### src/rtl/pmod_serial_rx.sv
// Purpose: UART-style serial receiver for a Pmod pin (start, DATA_BITS data LSB first, one stop bit).
// Latency: rx_valid rises 2 + CLKS_PER_BIT/2 + (DATA_BITS+1)*CLKS_PER_BIT cycles after the start edge.
// Backpressure: none; rx_data is overwritten by the next good frame whether or not it was consumed.
module pmod_serial_rx #(
  parameter int CLKS_PER_BIT = 434,
  parameter int DATA_BITS    = 8
) (
  input  logic                 clk,
  input  logic                 rst_n,
  input  logic                 rx_in,
  output logic [DATA_BITS-1:0] rx_data,
  output logic                 rx_valid,
  output logic                 rx_frame_err,
  output logic                 rx_busy
);

  localparam int TW = $clog2(CLKS_PER_BIT);
  localparam int IW = $clog2(DATA_BITS);

  localparam logic [TW-1:0] HALF_LAST = TW'(CLKS_PER_BIT / 2 - 1);
  localparam logic [TW-1:0] BIT_LAST  = TW'(CLKS_PER_BIT - 1);
  localparam logic [IW-1:0] IDX_LAST  = IW'(DATA_BITS - 1);

  typedef enum logic [2:0] {
    IDLE  = 3'd0,
    START = 3'd1,
    DATA  = 3'd2,
    STOP  = 3'd3,
    BREAK = 3'd4
  } state_t;

  state_t                 state;
  logic [TW-1:0]          timer;
  logic [IW-1:0]          idx;
  logic [DATA_BITS-1:0]   shreg;
  logic                   rx_q1;
  logic                   rx_s;
  logic [1:0]             sync_fill;
  logic                   armed;

  // Two-flop synchronizer; idle-high reset value so reset never looks like a start edge.
  always_ff @(posedge clk or negedge rst_n) begin
    if (!rst_n) begin
      rx_q1 <= 1'b1;
      rx_s  <= 1'b1;
    end else begin
      rx_q1 <= rx_in;
      rx_s  <= rx_q1;
    end
  end

  // rx_s only reflects the real line two cycles after reset release; a start edge is
  // accepted only once the real line has been seen high, so a line held low across
  // reset release is not mistaken for a new frame.
  always_ff @(posedge clk or negedge rst_n) begin
    if (!rst_n) begin
      sync_fill <= 2'b00;
      armed     <= 1'b0;
    end else begin
      sync_fill <= {sync_fill[0], 1'b1};
      if (sync_fill[1] && rx_s) begin
        armed <= 1'b1;
      end
    end
  end

  // Receive FSM: bit timing, sampling, shift register and registered output pulses.
  always_ff @(posedge clk or negedge rst_n) begin
    if (!rst_n) begin
      state        <= IDLE;
      timer        <= '0;
      idx          <= '0;
      shreg        <= '0;
      rx_data      <= '0;
      rx_valid     <= 1'b0;
      rx_frame_err <= 1'b0;
      rx_busy      <= 1'b0;
    end else begin
      rx_valid     <= 1'b0;
      rx_frame_err <= 1'b0;
      case (state)
        IDLE: begin
          timer <= '0;
          if (armed && !rx_s) begin
            state   <= START;
            rx_busy <= 1'b1;
          end
        end
        START: begin
          if (timer == HALF_LAST) begin
            timer <= '0;
            if (!rx_s) begin
              state <= DATA;
              idx   <= '0;
            end else begin
              // Line went back high before mid start bit: treat as a glitch.
              state   <= IDLE;
              rx_busy <= 1'b0;
            end
          end else begin
            timer <= timer + TW'(1);
          end
        end
        DATA: begin
          if (timer == BIT_LAST) begin
            timer      <= '0;
            shreg[idx] <= rx_s;
            if (idx == IDX_LAST) begin
              state <= STOP;
              idx   <= '0;
            end else begin
              idx <= idx + IW'(1);
            end
          end else begin
            timer <= timer + TW'(1);
          end
        end
        STOP: begin
          if (timer == BIT_LAST) begin
            timer <= '0;
            if (rx_s) begin
              rx_data  <= shreg;
              rx_valid <= 1'b1;
              state    <= IDLE;
              rx_busy  <= 1'b0;
            end else begin
              rx_frame_err <= 1'b1;
              state        <= BREAK;
            end
          end else begin
            timer <= timer + TW'(1);
          end
        end
        BREAK: begin
          // Hold off start detection until the line is released.
          timer <= '0;
          if (rx_s) begin
            state   <= IDLE;
            rx_busy <= 1'b0;
          end
        end
        default: begin
          state   <= IDLE;
          timer   <= '0;
          idx     <= '0;
          rx_busy <= 1'b0;
        end
      endcase
    end
  end

endmodule

### config.mk
export PLATFORM = sky130hd
export DESIGN_NAME = pmod_serial_rx
export DESIGN_NICKNAME = d
export VERILOG_FILES = /design/src/rtl/pmod_serial_rx.sv
export SDC_FILE = /design/constraint.sdc
export NUM_CORES = 1
export LEC_CHECK = 0
export CORE_AREA = 4 4 79 81
export CTS_CLUSTER_DIAMETER = 60
export DETAILED_ROUTE_END_ITERATION = 7
export DIE_AREA = 0 0 83 85
export GPL_TIMING_DRIVEN = 1
export SETUP_SLACK_MARGIN = 0.05
export SKIP_CTS_REPAIR_TIMING = 1
export SYNTH_ARGS = -nofsm -noshare
export SYNTH_HDL_FRONTEND = slang
export SYNTH_SLANG_ARGS = --single-unit
### constraint.sdc
create_clock -name clk -period 3.5 [get_ports clk]
set_clock_uncertainty 0.2 [all_clocks]
set_input_delay 0.7 -clock clk [delete_from_list [all_inputs] [get_ports clk]]
set_output_delay 0.7 -clock clk [all_outputs]
set_load 0.01 [all_outputs]
; Word level (Yosys, flattened, before mapping)
; Index checks and enable logic that the tools add are counted.
[totals]
mem_bits_ro = 0
register_bits = 39
latch_bits = 0
ram_bits = 0
output_inout_bits = 11
elab_cells = 75
input_bits = 3
n_memories = 0
[op_classes]
order_cmp = 2
reduce_logical = 12
n_eq_ne = 14
div_mod_pow = 0
muxes = 31
bitwise = 2
n_mul = 0
n_addsub = 2
n_shift = 0
[op_table]
columns = cell, n
row1 = 3-bit 2-to-1 mux, 11
row2 = 9-bit 2-to-1 mux, 2
row3 = 9-bit case mux with 2 select lines, 1
row4 = 3-bit case mux with 5 select lines, 1
row5 = 2-bit inequality test (second input constant), 7
row6 = 1-bit 2-to-1 mux, 11
row7 = 9-bit by 1-bit adder with 9-bit output (second input constant), 1
row8 = 9-bit by 8-bit equality test with 1-bit output (second input constant), 1
row9 = 9-bit equality test (second input constant), 1
row10 = 3-bit case mux with 3 select lines, 1
row11 = 8-bit bitwise mux, 1
row12 = 4-bit AND reduction, 2
row13 = 3-bit by 2-bit equality test with 1-bit output (second input constant), 2
row14 = 3-bit equality test (second input constant), 2
row15 = 6-bit AND reduction, 1
row16 = 1-bit case mux with 5 select lines, 1
row17 = 3-bit by 4-bit less-than comparator with 1-bit output (second input constant), 1
row18 = 3-bit by 1-bit adder with 3-bit output (second input constant), 1
row19 = 1-bit demux with 3-bit select, 1
row20 = 3-bit by 1-bit equality test with 1-bit output (second input constant), 1
row21 = 3-bit by 1-bit >= comparator with 1-bit output (second input constant), 1
row22 = 1-bit logical AND, 3
row23 = 3-bit zero test, 1
row24 = 3-bit AND reduction, 1
row25 = other kinds (6), 7

; Longest topological paths before layout
; Gate-level depths: netlist of the first run.
[logic_depth]
depth_word = 5
mapped_depth = 7
mapped_depth_nobuf = 6

; Least setup slack after synthesis of the first run
; OpenSTA, ideal clock, no wires.
[synth_path]
kind = reg2reg
start = reg timer[1]
end = reg shreg[2]
slack_ps = 1520
stages_incl_launch_ff = 7
setup_time_ps = 125
arrival_ps = 1655
t_required_ps = 3175
period_less_slack_ps = 1980
n_path_buf = 0
cell_sequence = dfrtp_1 inv_1 ha_1 and4_1 nand4_4 nor4b_2 mux2_2
[synth_via]
elab_chain_len = 2
[synth_rtl]
columns = element, line
row1 = from (decl), 33  ; logic [TW-1:0] timer;
row2 = from (signal assigned), 101  ; timer <= timer + TW'(1);
row3 = from (signal assigned), 115  ; timer <= timer + TW'(1);
row4 = from (signal assigned), 131  ; timer <= timer + TW'(1);
row5 = 9-bit equality test, 105  ; if (timer == BIT_LAST) begin
row6 = 2-bit AND reduction (no line), n/a
row7 = "to (signal, indexed assignment)", 107  ; shreg[idx] <= rx_s;
row8 = to (decl), 35  ; logic [DATA_BITS-1:0] shreg;
; No other way between the ends.
; A chain may end at the register's enable or synchronous reset.

; Worst setup path in the final report of the first run
[layout_path]
start = reg timer[1]
end = reg rx_data[4]
[layout_via]
elab_chain_len = 2
[layout_rtl]
columns = element, line
row1 = 9-bit equality test, 119  ; if (timer == BIT_LAST) begin
row2 = 3-bit AND reduction (no line), n/a
row3 = to (signal assigned), 122  ; rx_data <= shreg;
row4 = to (decl), 11  ; output logic [DATA_BITS-1:0] rx_data,
; No other way between the ends.

==> results of run 1 <==
-- flip-flops by register name, summed over array words and instances (netlist names) --
register,flops
rx_busy,1
sync_fill,2
rx_q1,1
rx_valid,1
rx_frame_err,1
rx_s,1
armed,1
idx,3
rx_data,8
shreg,8
timer,9
state,3
-- cells in the mapped netlist, types with 2 or more instances --
| cell | n | area, um^2 |
|---|---|---|
| and4_1 | 2 | 17.5 |
| nor2_1 | 20 | 75.1 |
| nor4b_2 | 3 | 45.0 |
| nand3_1 | 5 | 25.0 |
| dfstp_2 | 2 | 52.6 |
| nor4_1 | 2 | 12.5 |
| a32o_1 | 2 | 20.0 |
| a31oi_1 | 2 | 12.5 |
| clkbuf_1 | 4 | 15.0 |
| nor3_1 | 3 | 15.0 |
| nand4_1 | 2 | 12.5 |
| o21ai_0 | 2 | 10.0 |
| a21o_1 | 2 | 15.0 |
| dfrtp_1 | 37 | 926 |
| inv_1 | 5 | 18.8 |
| a22o_1 | 2 | 17.5 |
| xor2_1 | 3 | 26.3 |
| ha_1 | 5 | 62.6 |
| or3b_2 | 2 | 17.5 |
| a21oi_1 | 2 | 10.0 |
| mux2_2 | 16 | 180 |
| nand2_1 | 10 | 37.5 |
| nand4b_1 | 4 | 35.0 |
| nand4bb_1 | 3 | 33.8 |
| o211ai_1 | 2 | 15.0 |
| buf_2 | 3 | 15.0 |
| xnor2_1 | 4 | 35.0 |
-- layer usage --
layer	up-vias	global-route usage, %
met5	-	0
met1	609	13.6
met4	0	5.50
met3	5	2.82
met2	24	15.3
li1	601	-
-- cell usage in the layout (no fill, tap or decap), types with 2 or more instances in the layout --
| cell type | count |
|---|---|
| a32o_1 | 2 |
| o21ai_0 | 2 |
| nand4b_1 | 4 |
| nor4b_2 | 3 |
| mux2_2 | 16 |
| xnor2_1 | 4 |
| dfstp_2 | 2 |
| nand2_1 | 10 |
| inv_1 | 5 |
| nor4_1 | 2 |
| nor3_1 | 3 |
| or3b_2 | 2 |
| nand4bb_1 | 3 |
| and4_1 | 2 |
| ha_1 | 5 |
| a31oi_1 | 2 |
| nand3_1 | 5 |
| a21oi_1 | 2 |
| a22o_1 | 2 |
| o211ai_1 | 2 |
| clkdlybuf4s50_1 | 12 |
| a21o_1 | 2 |
| nand4_1 | 2 |
| dfrtp_1 | 37 |
| nor2_1 | 20 |
| clkbuf_8 | 5 |
| xor2_1 | 3 |
-- cells by family (layout without fill, tap and decap cells) --
| family | after synthesis | in the layout |
|---|---|---|
| mux | 16 | 16 |
| simple gates | 64 | 64 |
| xor+xnor | 7 | 7 |
| other cells | 1 | 1 |
| fa+ha+maj | 5 | 5 |
| flops | 39 | 39 |
| buf+inv | 14 | 26 |
| compound gates | 17 | 17 |
-- power by group through the flow --
stage / clock (mW) / sequential (mW) / combinational, mW
floorplan: 0 / 0.519 / 0.150
global placement: 0 / 0.554 / 0.149
detailed placement: 0 / 0.554 / 0.148
CTS: 0.378 / 0.546 / 0.149
global route: 0.405 / 0.555 / 0.170
finish: 0.369 / 0.545 / 0.145
-- area by class of cell --
class / instances / share of cell area, %
Sequential cell: 39 / 45.2
Multi-Input combinational cell: 110 / 39.0
Timing Repair Buffer: 13 / 5.77
Tap cell: 72 / 4.16
Clock buffer: 6 / 3.35
Clock inverter: 2 / 1.73
Inverter: 5 / 0.866
-- stage by stage --
step           instance area [um^2]  util [%]  std cells  total power [mW]
2_1_floorplan                  1890         -        163             0.669
3_3_place_gp                   2060      37.6        239             0.703
3_5_place_dp                   2060      37.6        239             0.702
4_1_cts                        2170      39.6        247              1.07
5_1_grt                        2170      39.6        247              1.13
6_report                       2170      39.6        247              1.06
-- worst min path at each step --
stage	from	end	slack [ps]
floorplan	sync_fill[0]$_DFF_PN0_	sync_fill[1]$_DFF_PN0_	130
global placement	sync_fill[0]$_DFF_PN0_	sync_fill[1]$_DFF_PN0_	130
detailed placement	sync_fill[0]$_DFF_PN0_	sync_fill[1]$_DFF_PN0_	150
CTS	rx_q1$_DFF_PN1_	rx_s$_DFF_PN1_	160
global route	rx_q1$_DFF_PN1_	rx_s$_DFF_PN1_	160
finish	sync_fill[0]$_DFF_PN0_	sync_fill[1]$_DFF_PN0_	160
-- critical path, cell delays in order, from the launching register on --
cell,delay [ps]
dfrtp_1,400
inv_1,80
ha_1,150
and4_1,340
nand2_1,100
nor2_2,410
mux2_2,390
==> impl_metrics.csv, run 1 <==
group,metric,value,unit
grt,grt_max_degree,40,
pwr,power_density,489,nW/um^2
critical_path,crit_type,"flip-flop to flip-flop",
critical_path,reg2reg_slack,1320,ps
synth,yosysWarnings,0,
clocking,htree_levels,2,
synth,synth_edf_count,0,
place,dp_hpwl,2.28,mm
finish,area_growth,14.9,%
synth,async_flop_share,100,%
synth,synth.area.mux_share,9.55,%
pwr,clock_power_share,34.8,%
die,fp.dieArea,7060,um^2
clocking,clockBufferDepth,2,
finish,nets,182,
pwr,power_frac_comb,13.7,%
synth,synth.avg_cell_area,11.6,um^2
grt,grt_pass1_vias,1195,
die,num_rows,27,
synth,synth_compound_area_share,6.70,%
clocking,clk_latency,290,ps
synth,synthXorXnorAreaFrac,3.25,%
routing,dr.max_layer_used,"met4",
critical_path,cp-startpoint,"timer[1]$_DFF_PN0_",
grt,grt_overflow,0,
critical_path,setup.worst_path.end_class,"flip-flop",
synth,synth_top_family_by_area,"simple AND/OR/NAND/NOR gates",
timing,slew_headroom,44.7,%
run,drv_cap,0,
pwr,p_int,769,uW
die,num_io_pins,14,
clocking,cts_buffers,5,
grt,grt.total_usage,10.3,%
finish,antenna_cells,0,
die,start_util,34.5,%
synth,yosys.area_share.simple,21.8,%
grt,grt_pass1_wl,5.83,mm
synth,ys_types,41,
critical_path,endpoint,"rx_data[4]$_DFFE_PN0P_",
timing,whs,157,ps
clocking,clkTransAtPathRegs,80,ps
critical_path,worstPathMaxFanout,8,
clocking,clockRootBuffer,"clkbuf_8",
timing,min_period,2180,ps
pwr,ir_drop,276,uV
clocking,clock-sinks,39,
routing,viasPerCell,5.02,
routing,drt_iter0_markers,59,
synth,seq_area_frac_synth,51.9,%
critical_path,critical_path_required,3470,ps
place,finalWeightedCongestion,0.786,
hold_path,hold_path_depth,0,
timing,worst_slew_pin_slew,830,ps
place,place_ws,1320,ps
timing,clock.fmax,458,MHz
synth,synth_fa_ha_area_share,3.32,%
die,dieWidth,83,um
timing,period_share,62.4,%
pwr,leakage,0.925,nW
routing,antenna_left,0,
synth,syn_area,1890,um^2
routing,met3WireLength,95,um
routing,routed_wl,3.27,mm
routing,vias,1239,
critical_path,r2r_start,"timer[1]$_DFF_PN0_",
timing,setup_viol,0,
critical_path,r2r_cells,6,
clocking,cts_tree,"built",
finish,drive_above_1_share,20.0,%
timing,maxSlewViolCount,0,
pwr,swShare,27.4,%
die,die_y,85,um
timing,setup_tns,0,ps
place,io_buffers,13,
pwr,power.switching,290,uW
finish,multiInputGateArea,845,um^2
synth,synth-main-ff-cell,"dfrtp_1",
critical_path,rr_endpoint,"rx_data[4]$_DFFE_PN0P_",
critical_path,cp_data_arrival_time,2150,ps
timing,setup_ws,1320,ps
synth,synth-seq-cells,39,
hold_path,hp-class,"flip-flop to flip-flop",
routing,wl_met2,1.51,mm
routing,wire_per_inst,13.2,um
routing,drt_pass1_iterations,4,
run_status,outcome,"finished clean",
synth,synthCells,163,
pwr,power_frac_seq,51.4,%
grt,antenna_found_initial,0,
timing,finalHoldViolCount,0,
timing,grt_setup_unrepaired,"false",
finish,seqCellArea,978,um^2
synth,synth_nets,171,
routing,drc,0,
routing,m1WireLength,1.60,mm
finish,fillCellCount,529,
die,core_area,5470,um^2
critical_path,critPathLaunchType,"flip-flop",
(Power assumes the default switching activity.)
==> inputs of run 2 (changes only) <==
==> constraint.sdc (replaced) <==
create_clock -name clk -period 1.85 [get_ports clk]
set_clock_uncertainty 0.2 [all_clocks]
set_input_delay 0.37 -clock clk [delete_from_list [all_inputs] [get_ports clk]]
set_output_delay 0.37 -clock clk [all_outputs]
set_load 0.01 [all_outputs]
==> run 2 against run 1 <==
Compared with the run above:
- first-iteration DRC count decreased by 36%
- the run now ends with setup timing left
- worst hold slack got worse by 1.8 ps
- setup slack got worse by 1500 ps
- sequential cell count unchanged
- critical path type unchanged
- global-route usage increased by 1.1 points
- maximum frequency increased by 5.8%
- final cell count increased by 12%
- final area increased by 16%
- clock power increased by 60%
==> impl_metrics.csv, run 2 (synthesis gave the netlist of run 1 again) <==
group,metric,value,unit
run_status,outcome,"finished with violations",
run_status,violations,"setup timing",
finish,final_cell_mix,"37 x dfrtp_1, 26 x buf_4, 20 x nor2_1, 11 x mux2_4, 10 x nand2_1",
finish,largestRegisters,"timer (9), rx_data (8), shreg (8)",
routing,vias,1335,
routing,antenna_left,0,
run,drv_cap,0,
clocking,clk_latency,290,ps
place,place_ws,-133,ps
grt,grt_max_degree,40,
clocking,clkTransAtPathRegs,70,ps
grt,grt_pass1_wl,6.58,mm
timing,maxSlewViolCount,0,
hold_path,hold_path_depth,0,
timing,whs,156,ps
timing,finalHoldViolCount,0,
pwr,leakage,1.14,nW
pwr,power_density,833,nW/um^2
critical_path,critical_path_required,1820,ps
pwr,fin_total_pwr,2.09,mW
critical_path,critPathLaunchType,"flip-flop",
critical_path,r2r_start,"timer[1]$_DFF_PN0_",
die,core_area,5470,um^2
clocking,clockRootBuffer,"clkbuf_8",
die,die_y,85,um
critical_path,worstPathMaxFanout,5,
finish,final_common_cell,"dfrtp_1",
clocking,clock-sinks,39,
critical_path,crit_type,"flip-flop to flip-flop",
grt,grt_pass1_vias,1366,
place,io_buffers,13,
grt,grt_overflow,0,
routing,viasPerCell,4.84,
timing,grt_setup_unrepaired,"true",
routing,wl_met2,1.72,mm
finish,largest-register,"timer",
timing,clock.fmax,484,MHz
hold_path,min_from,"sync_fill[0]$_DFF_PN0_",
finish,antenna_cells,0,
die,num_io_pins,14,
hold_path,whs_endpoint,"sync_fill[1]$_DFF_PN0_",
critical_path,rr_endpoint,"shreg[2]$_DFFE_PN0P_",
clocking,clockBufferDepth,2,
routing,wire_per_inst,13.3,um
critical_path,cp_data_arrival_time,2040,ps
die,fp.dieArea,7060,um^2
routing,met3WireLength,130,um
critical_path,reg2reg_slack,-210,ps
die,num_rows,27,
pwr,ir_drop,548,uV
timing,setup_viol,20,
die,start_util,34.5,%
die,dieWidth,83,um
routing,drc,0,
grt,antenna_found_initial,0,
finish,nets,211,
routing,drt_iter0_markers,38,
critical_path,r2r_cells,6,
critical_path,setup.worst_path.end_class,"flip-flop",
place,finalWeightedCongestion,0.840,
clocking,htree_levels,2,
routing,drt_pass1_iterations,4,
clocking,cts_buffers,5,
finish,drive_above_1_share,33.8,%
routing,routed_wl,3.68,mm
timing,min_period,2060,ps
place,dp_hpwl,2.47,mm
finish,largest_register_ffs,9,
routing,dr.max_layer_used,"met4",
grt,grt.total_usage,11.4,%
timing,period_share,112,%
hold_path,hp-class,"flip-flop to flip-flop",
finish,area_growth,32.8,%
routing,m1WireLength,1.78,mm
timing,setup_ws,-214,ps
clocking,cts_tree,"built",
[run 2: area by class of cell]
class,count,area (um^2)
clock buffers,7,86.3
inverters,5,18.8
multi-input cells,110,947
clock inverters,1,5.00
fillers,524,2970
flip-flops and latches,39,978
repair buffers,42,380
well taps,72,90.1
[run 2: routing by layer]
metal	global-route usage, %	vias to the layer above
met5	0	-
met4	4.90	0
met1	14.8	657
met2	17.9	20
met3	3.20	4
li1	-	654
[run 2: critical path: stages (launching register included)]
cell     delay, ps
dfrtp_1        390
inv_2           90
ha_4           140
and4_4         260
nand4_4        200
nor4b_4        350
mux2_4         320
[run 2: metrics by stage]
| step | area (um^2) | std cells | util (%) | TNS [ps] |
|---|---|---|---|---|
| floorplan | 1930 | 163 | - | -587 |
| finish | 2510 | 276 | 45.8 | -1990 |
| CTS | 2380 | 269 | 43.4 | -1060 |
| detailed placement | 2280 | 261 | 41.7 | -855 |
| global route | 2510 | 276 | 45.8 | -4000 |
| global placement | 2280 | 261 | 41.7 | -518 |
[run 2: report_power, final]
part | switching [mW] | internal (mW) | leakage [nW] | total, mW
clock network | 0.288 | 0.301 | 0.0482 | 0.589
registers | 0.0719 | 0.920 | 0.512 | 0.992
logic | 0.242 | 0.265 | 0.579 | 0.507
[run 2: worst max path at each step]
stage                  startpoint              endpoint  slack, ps
6_report       timer[1]$_DFF_PN0_  shreg[2]$_DFFE_PN0P_       -210
3_3_place_gp   timer[1]$_DFF_PN0_  shreg[2]$_DFFE_PN0P_        -90
2_1_floorplan  timer[2]$_DFF_PN0_  shreg[1]$_DFFE_PN0P_        -70
5_1_grt        timer[1]$_DFF_PN0_  shreg[2]$_DFFE_PN0P_       -250
3_5_place_dp   timer[1]$_DFF_PN0_  shreg[1]$_DFFE_PN0P_       -130
4_1_cts        timer[1]$_DFF_PN0_  shreg[1]$_DFFE_PN0P_       -140
==> variant 1 (config.mk and constraints of run 1) <==
`DATA_BITS`: 8 -> 16.
--- a/src/rtl/pmod_serial_rx.sv
+++ b/src/rtl/pmod_serial_rx.sv
@@ -5,3 +5,3 @@
   parameter int CLKS_PER_BIT = 434,
-  parameter int DATA_BITS    = 8
+  parameter int DATA_BITS    = 16
 ) (
Ports: changed (resized rx_data); port bits go from 14 to 22. The function was not compared with the original's and may differ.
==> variant 1 against run 1 <==
Total power increased by 18%. Global-route usage increased by 2.6 points. Setup slack got worse by 230 ps. Final cell count increased by 18%. Core utilization increased by 13 points. Sequential cell count increased by 17. Area after synthesis increased by 35%. Via count increased by 23%. Sequential power increased by 33%. Highest routed layer unchanged. Cell area increased by 33%. Routed wire length increased by 25%. Critical path type unchanged. Largest cell class unchanged.
==> variant 1: results (changes against run 1) <==
[pwr]
leakagePower_nw = 1.373  ; +49%
p_int_w = 0.0009345  ; +22%
vdd_drop_max_mv = 0.2632  ; -4.5%

[sta]
slew_headroom_pct = 47.71  ; +3.1 points

[synth]
synthesis.instances = 200  ; +23%
yosys-top-cells-count = dfrtp_1, mux2_1, nor2_1
synthTopCellsByArea = dfrtp_1, mux2_1, ha_1
ys_seq_area_share_pct = 55.05  ; +3.2 points
ys_types = 45  ; +9.8%
syn-num-nets = 210  ; +23%

[placement]
placed_cells = 284  ; +19%
place.gp.congestion = 0.8401  ; +6.9%
placed_area_um2 = 2776  ; +35%
dp_hpwl_um = 2930  ; +28%
io_buffers = 21  ; +8

[setup_path]
crit_slowest_cell = and4_1
worst-path-max-fanout = 17  ; +9
max_stage_delay_ps = 730  ; +320 ps

[cells_and_area]
top_regs = rx_data (16), shreg (16), timer (9)
finalNonFillerCells = 292  ; +18%
drive_above_1_share_pct = 7.727  ; -12 points
fillCellCount = 491  ; -7.2%
fin_util_pct = 52.56  ; +13 points
fin_nets = 229  ; +26%

[clock_tree]
cts-root-buf = clkbuf_8

[run_status]
outcome = complete, no violations

[grt]
grt.total_usage_pct = 12.91  ; +2.6 points
grt_first_pass_wirelength_um = 7500  ; +29%
grt_pass1_vias = 1614  ; +35%
grt_max_degree = 38  ; -5.0%

[routing]
routed_wl_um = 4094  ; +25%
num_vias = 1530  ; +23%
drt_iter0_markers = 71  ; +20%

[min_path]
min_path_type = in2async

[variant 1: changes by cell type in the layout (fill, tap and decap cells not counted), sizes merged, moves of 4 or more]
cell,run 1,this run
clkdlybuf4s50,12,20
dfrtp,37,54
mux2,16,33
nand2,10,4
nand3,5,16
nor4b,4,0
[variant 1: final timing paths]
path                         startpoint           end  slack [ps]  cells past startpoint
setup / recovery               timer[1]    rx_data[1]        1090                      6
hold / removal                    rst_n      shreg[8]         120                      1
setup reg to reg               timer[1]    rx_data[1]        1090                      6
hold reg to reg            sync_fill[0]  sync_fill[1]         150                      0
max in group asynchronous         rst_n          rx_s        2150                      2
min in group clk           sync_fill[0]  sync_fill[1]         150                      0
[variant 1: per-layer routing]
layer / global-route usage, % / share of wire, % / wire (µm)
met5: 0 / 0 / 0
met2: 22.45 / 51 / 2093
met1: 15.63 / 44 / 1810
met3: 3.301 / 3.3 / 134
met4: 4.458 / 1.3 / 55
[variant 1: area by class of cell]
cell class | instances | area share, %
Multi-Input combinational cell | 128 | 36.41
Clock buffer | 8 | 3.480
Inverter | 6 | 0.7829
Timing Repair Buffer | 22 | 7.395
Sequential cell | 56 | 48.80
Tap cell | 72 | 3.132
[variant 1: power groups by stage]
stage          registers (W)  clock network [W]  logic [W]
2_1_floorplan       0.000717                  0   0.000145
3_3_place_gp        0.000735                  0   0.000165
4_1_cts             0.000724           0.000384   0.000171
6_report            0.000725           0.000361   0.000168
5_1_grt             0.000733           0.000413   0.000191
3_5_place_dp        0.000738                  0   0.000170
[variant 1: through the flow]
| stage | setup slack (ps) | power, W |
|---|---|---|
| 2_1_floorplan | 1504 | 0.0008622 |
| 3_3_place_gp | 1115 | 0.0008997 |
| 3_5_place_dp | 1039 | 0.0009074 |
| 4_1_cts | 1026 | 0.001279 |
| 5_1_grt | 849.6 | 0.001337 |
| 6_report | 1088 | 0.001253 |
[variant 1: cell families (layout without fill, tap and decap cells)]
group / Yosys count / in the layout / synth area share, %
compound gates: 18 / 18 / 5.447
flops: 56 / 56 / 55.05
fa+ha+maj: 7 / 7 / 3.435
mux: 33 / 33 / 14.57
simple gates: 62 / 62 / 15.06
xor+xnor: 7 / 7 / 2.404
other cells: 1 / 1 / 0.1471
buf+inv: 16 / 36 / 3.876
==> variant 2 (settings of run 1) <==
Made on the original files. Register the input `rx_in` before use, without a reset. The logic sees it one clock later.
--- a/src/rtl/pmod_serial_rx.sv
+++ b/src/rtl/pmod_serial_rx.sv
@@ -31,2 +31,8 @@
 
+  logic rx_q;
+
+  always_ff @(posedge clk) begin
+    rx_q <= rx_in;
+  end
+
   state_t                 state;
@@ -46,3 +52,3 @@
     end else begin
-      rx_q1 <= rx_in;
+      rx_q1 <= rx_q;
       rx_s  <= rx_q1;
Check against the original RTL: not equivalent (Yosys sat finds a counterexample within 10 cycles, from zero or initial values and one cycle with rst_n low).
==> variant 2 against run 1 <==
Area after synthesis decreased by 2.2%. Cell area decreased by 3.1%. Sequential cell count increased by 1. Setup slack got worse by 150 ps. Routed wire length decreased by 6.7%. Total power decreased by 1.6%. Critical path depth unchanged. Sequential power increased by 3%. Synthesized cell count decreased by 3.1%. Critical endpoint is now state[0]. Largest cell class unchanged.
==> variant 2: results (changes against run 1) <==
[run_status]
outcome = complete, no violations

[pwr]
power_sequential_w = 0.000563  ; +3%
vdd_drop_max_mv = 0.2428  ; -12%
p_int_w = 0.0007203  ; -6.3%
leakagePower_nw = 0.9225  ; -0.21%
p_clk_w = 0.000281  ; -24%

[setup_path]
crit_slowest_cell = dfrtp_1
max_stage_delay_ps = 430  ; +20 ps
crit_family = compound AO/OA/AOI/OAI gates
worstPathArrival_ps = 2300  ; +150 ps
worst-path-max-fanout = 10  ; +2
r2r_slack_ps = 1170  ; -150 ps

[cells_and_area]
top_regs = timer (9), rx_data (8), shreg (8)
fin_nets = 181  ; -0.55%
fillCellCount = 564  ; +6.6%
drive_above_1_share_pct = 17.92  ; -2.1 points
largest_register_ffs = 9  ; unchanged

[sta]
tightestPinTransition_ps = 830.4  ; +0.1741 ps
finalSetupViolations = 0  ; unchanged
hold_violations = 0  ; unchanged
fin_crit_ps = 2335  ; +151.5 ps

[grt]
grt_pass1_vias = 1179  ; -1.3%
grt.total_usage_pct = 9.589  ; -0.70 points
grt_use_met2_pct = 14.65  ; -0.66 points
grt_max_degree = 40  ; unchanged
grt_first_pass_wirelength_um = 5478  ; -6.0%
use_met1_pct = 12.41  ; -1.2 points
grtUsageMet3_pct = 2.718  ; -0.097 points

[synth]
ys_types = 42  ; +2.4%
yosys-top-cells-count = dfrtp_1, mux2_2, nor2_1
syn-num-nets = 166  ; -2.9%
yosysWarnings = 0  ; unchanged
synthTopCellsByArea = dfrtp_1, mux2_2, ha_1
ys_seq_area_share_pct = 54.10  ; +2.2 points
async_flop_share_pct = 97.50  ; -2.5 points

[placement]
placed_area_um2 = 2023  ; -1.6%
dp_hpwl_um = 2129  ; -6.8%
dp_slack_ps = 1137  ; -187.9 ps
place.gp.congestion = 0.8222  ; +4.6%

[routing]
wl_met1_um = 1544  ; -3.3%
drt_iter0_markers = 55  ; -6.8%
wl_met3_um = 92  ; -3.2%
wl_per_cell_um = 12.44  ; -5.9%
antenna_left = 0  ; unchanged
via_per_inst = 4.751  ; -5.3%
wl_met2_um = 1337  ; -11%
highest_layer = met4

[min_path]
min_path_type = reg2reg

[clock_tree]
cts_made_buffers = 5  ; unchanged
clk_latency_ps = 290  ; about the same

==> variant 2: cell count changes in the layout (fill, tap and decap cells not counted), sizes merged, moves of 3 or more <==
cell,before,now
nor2,21,15
nor4,2,7
nand4b,4,0
nor4b,4,0
a21oi,2,5
nand4bb,3,0
nor3b,0,3
==> variant 2: final timing paths <==
check                      depth (start not counted)          to  startpoint
max in group asynchronous                          1  rx_data[2]       rst_n
min in group asynchronous                          1    timer[5]       rst_n
setup reg to reg                                   6    state[0]    timer[0]
setup / recovery                                   6    state[0]    timer[0]
hold / removal                                     0       rx_q1        rx_q
hold reg to reg                                    0       rx_q1        rx_q
==> variant 2: cell families (layout without fill, tap and decap cells) <==
kind of cell	Yosys count	in the layout	synth area share, %
buffers and inverters	11	26	3.254
AND/OR/NAND/NOR	60	60	17.97
multiplexers	18	18	11.19
AO/OA/AOI/OAI	16	16	6.577
flip-flops	40	40	54.10
other	1	1	0.2032
adder cells (fa/ha/maj)	5	5	3.390
XOR/XNOR	7	7	3.322
==> variant 2: cell type report <==
type	count	share of cell area [%]
Tap cell	72	4.288
Clock inverter	1	0.2382
Sequential cell	40	47.53
Multi-Input combinational cell	107	37.46
Timing Repair Buffer	13	5.956
Inverter	6	1.072
Clock buffer	6	3.454
==> variant 2: per-stage QoR <==
stage	hold slack [ps]	std cells	utilization, %	power [W]
final	97.08	245	38.39	0.001042
after global routing	114.6	245	38.39	0.001109
after CTS	100.4	245	38.39	0.001058
after detailed placement	90.54	238	36.97	0.0007722
after global placement	87.99	238	36.97	0.0007704
after floorplan	83.87	158	-	0.0007131
==> variant 2: worst register-to-register path, cell delays in order (launching register included) <==
cell	delay, ps
dfrtp_1	430
inv_1	80
ha_1	130
or4b_1	420
o31a_1	330
a21oi_4	290
mux2_1	360
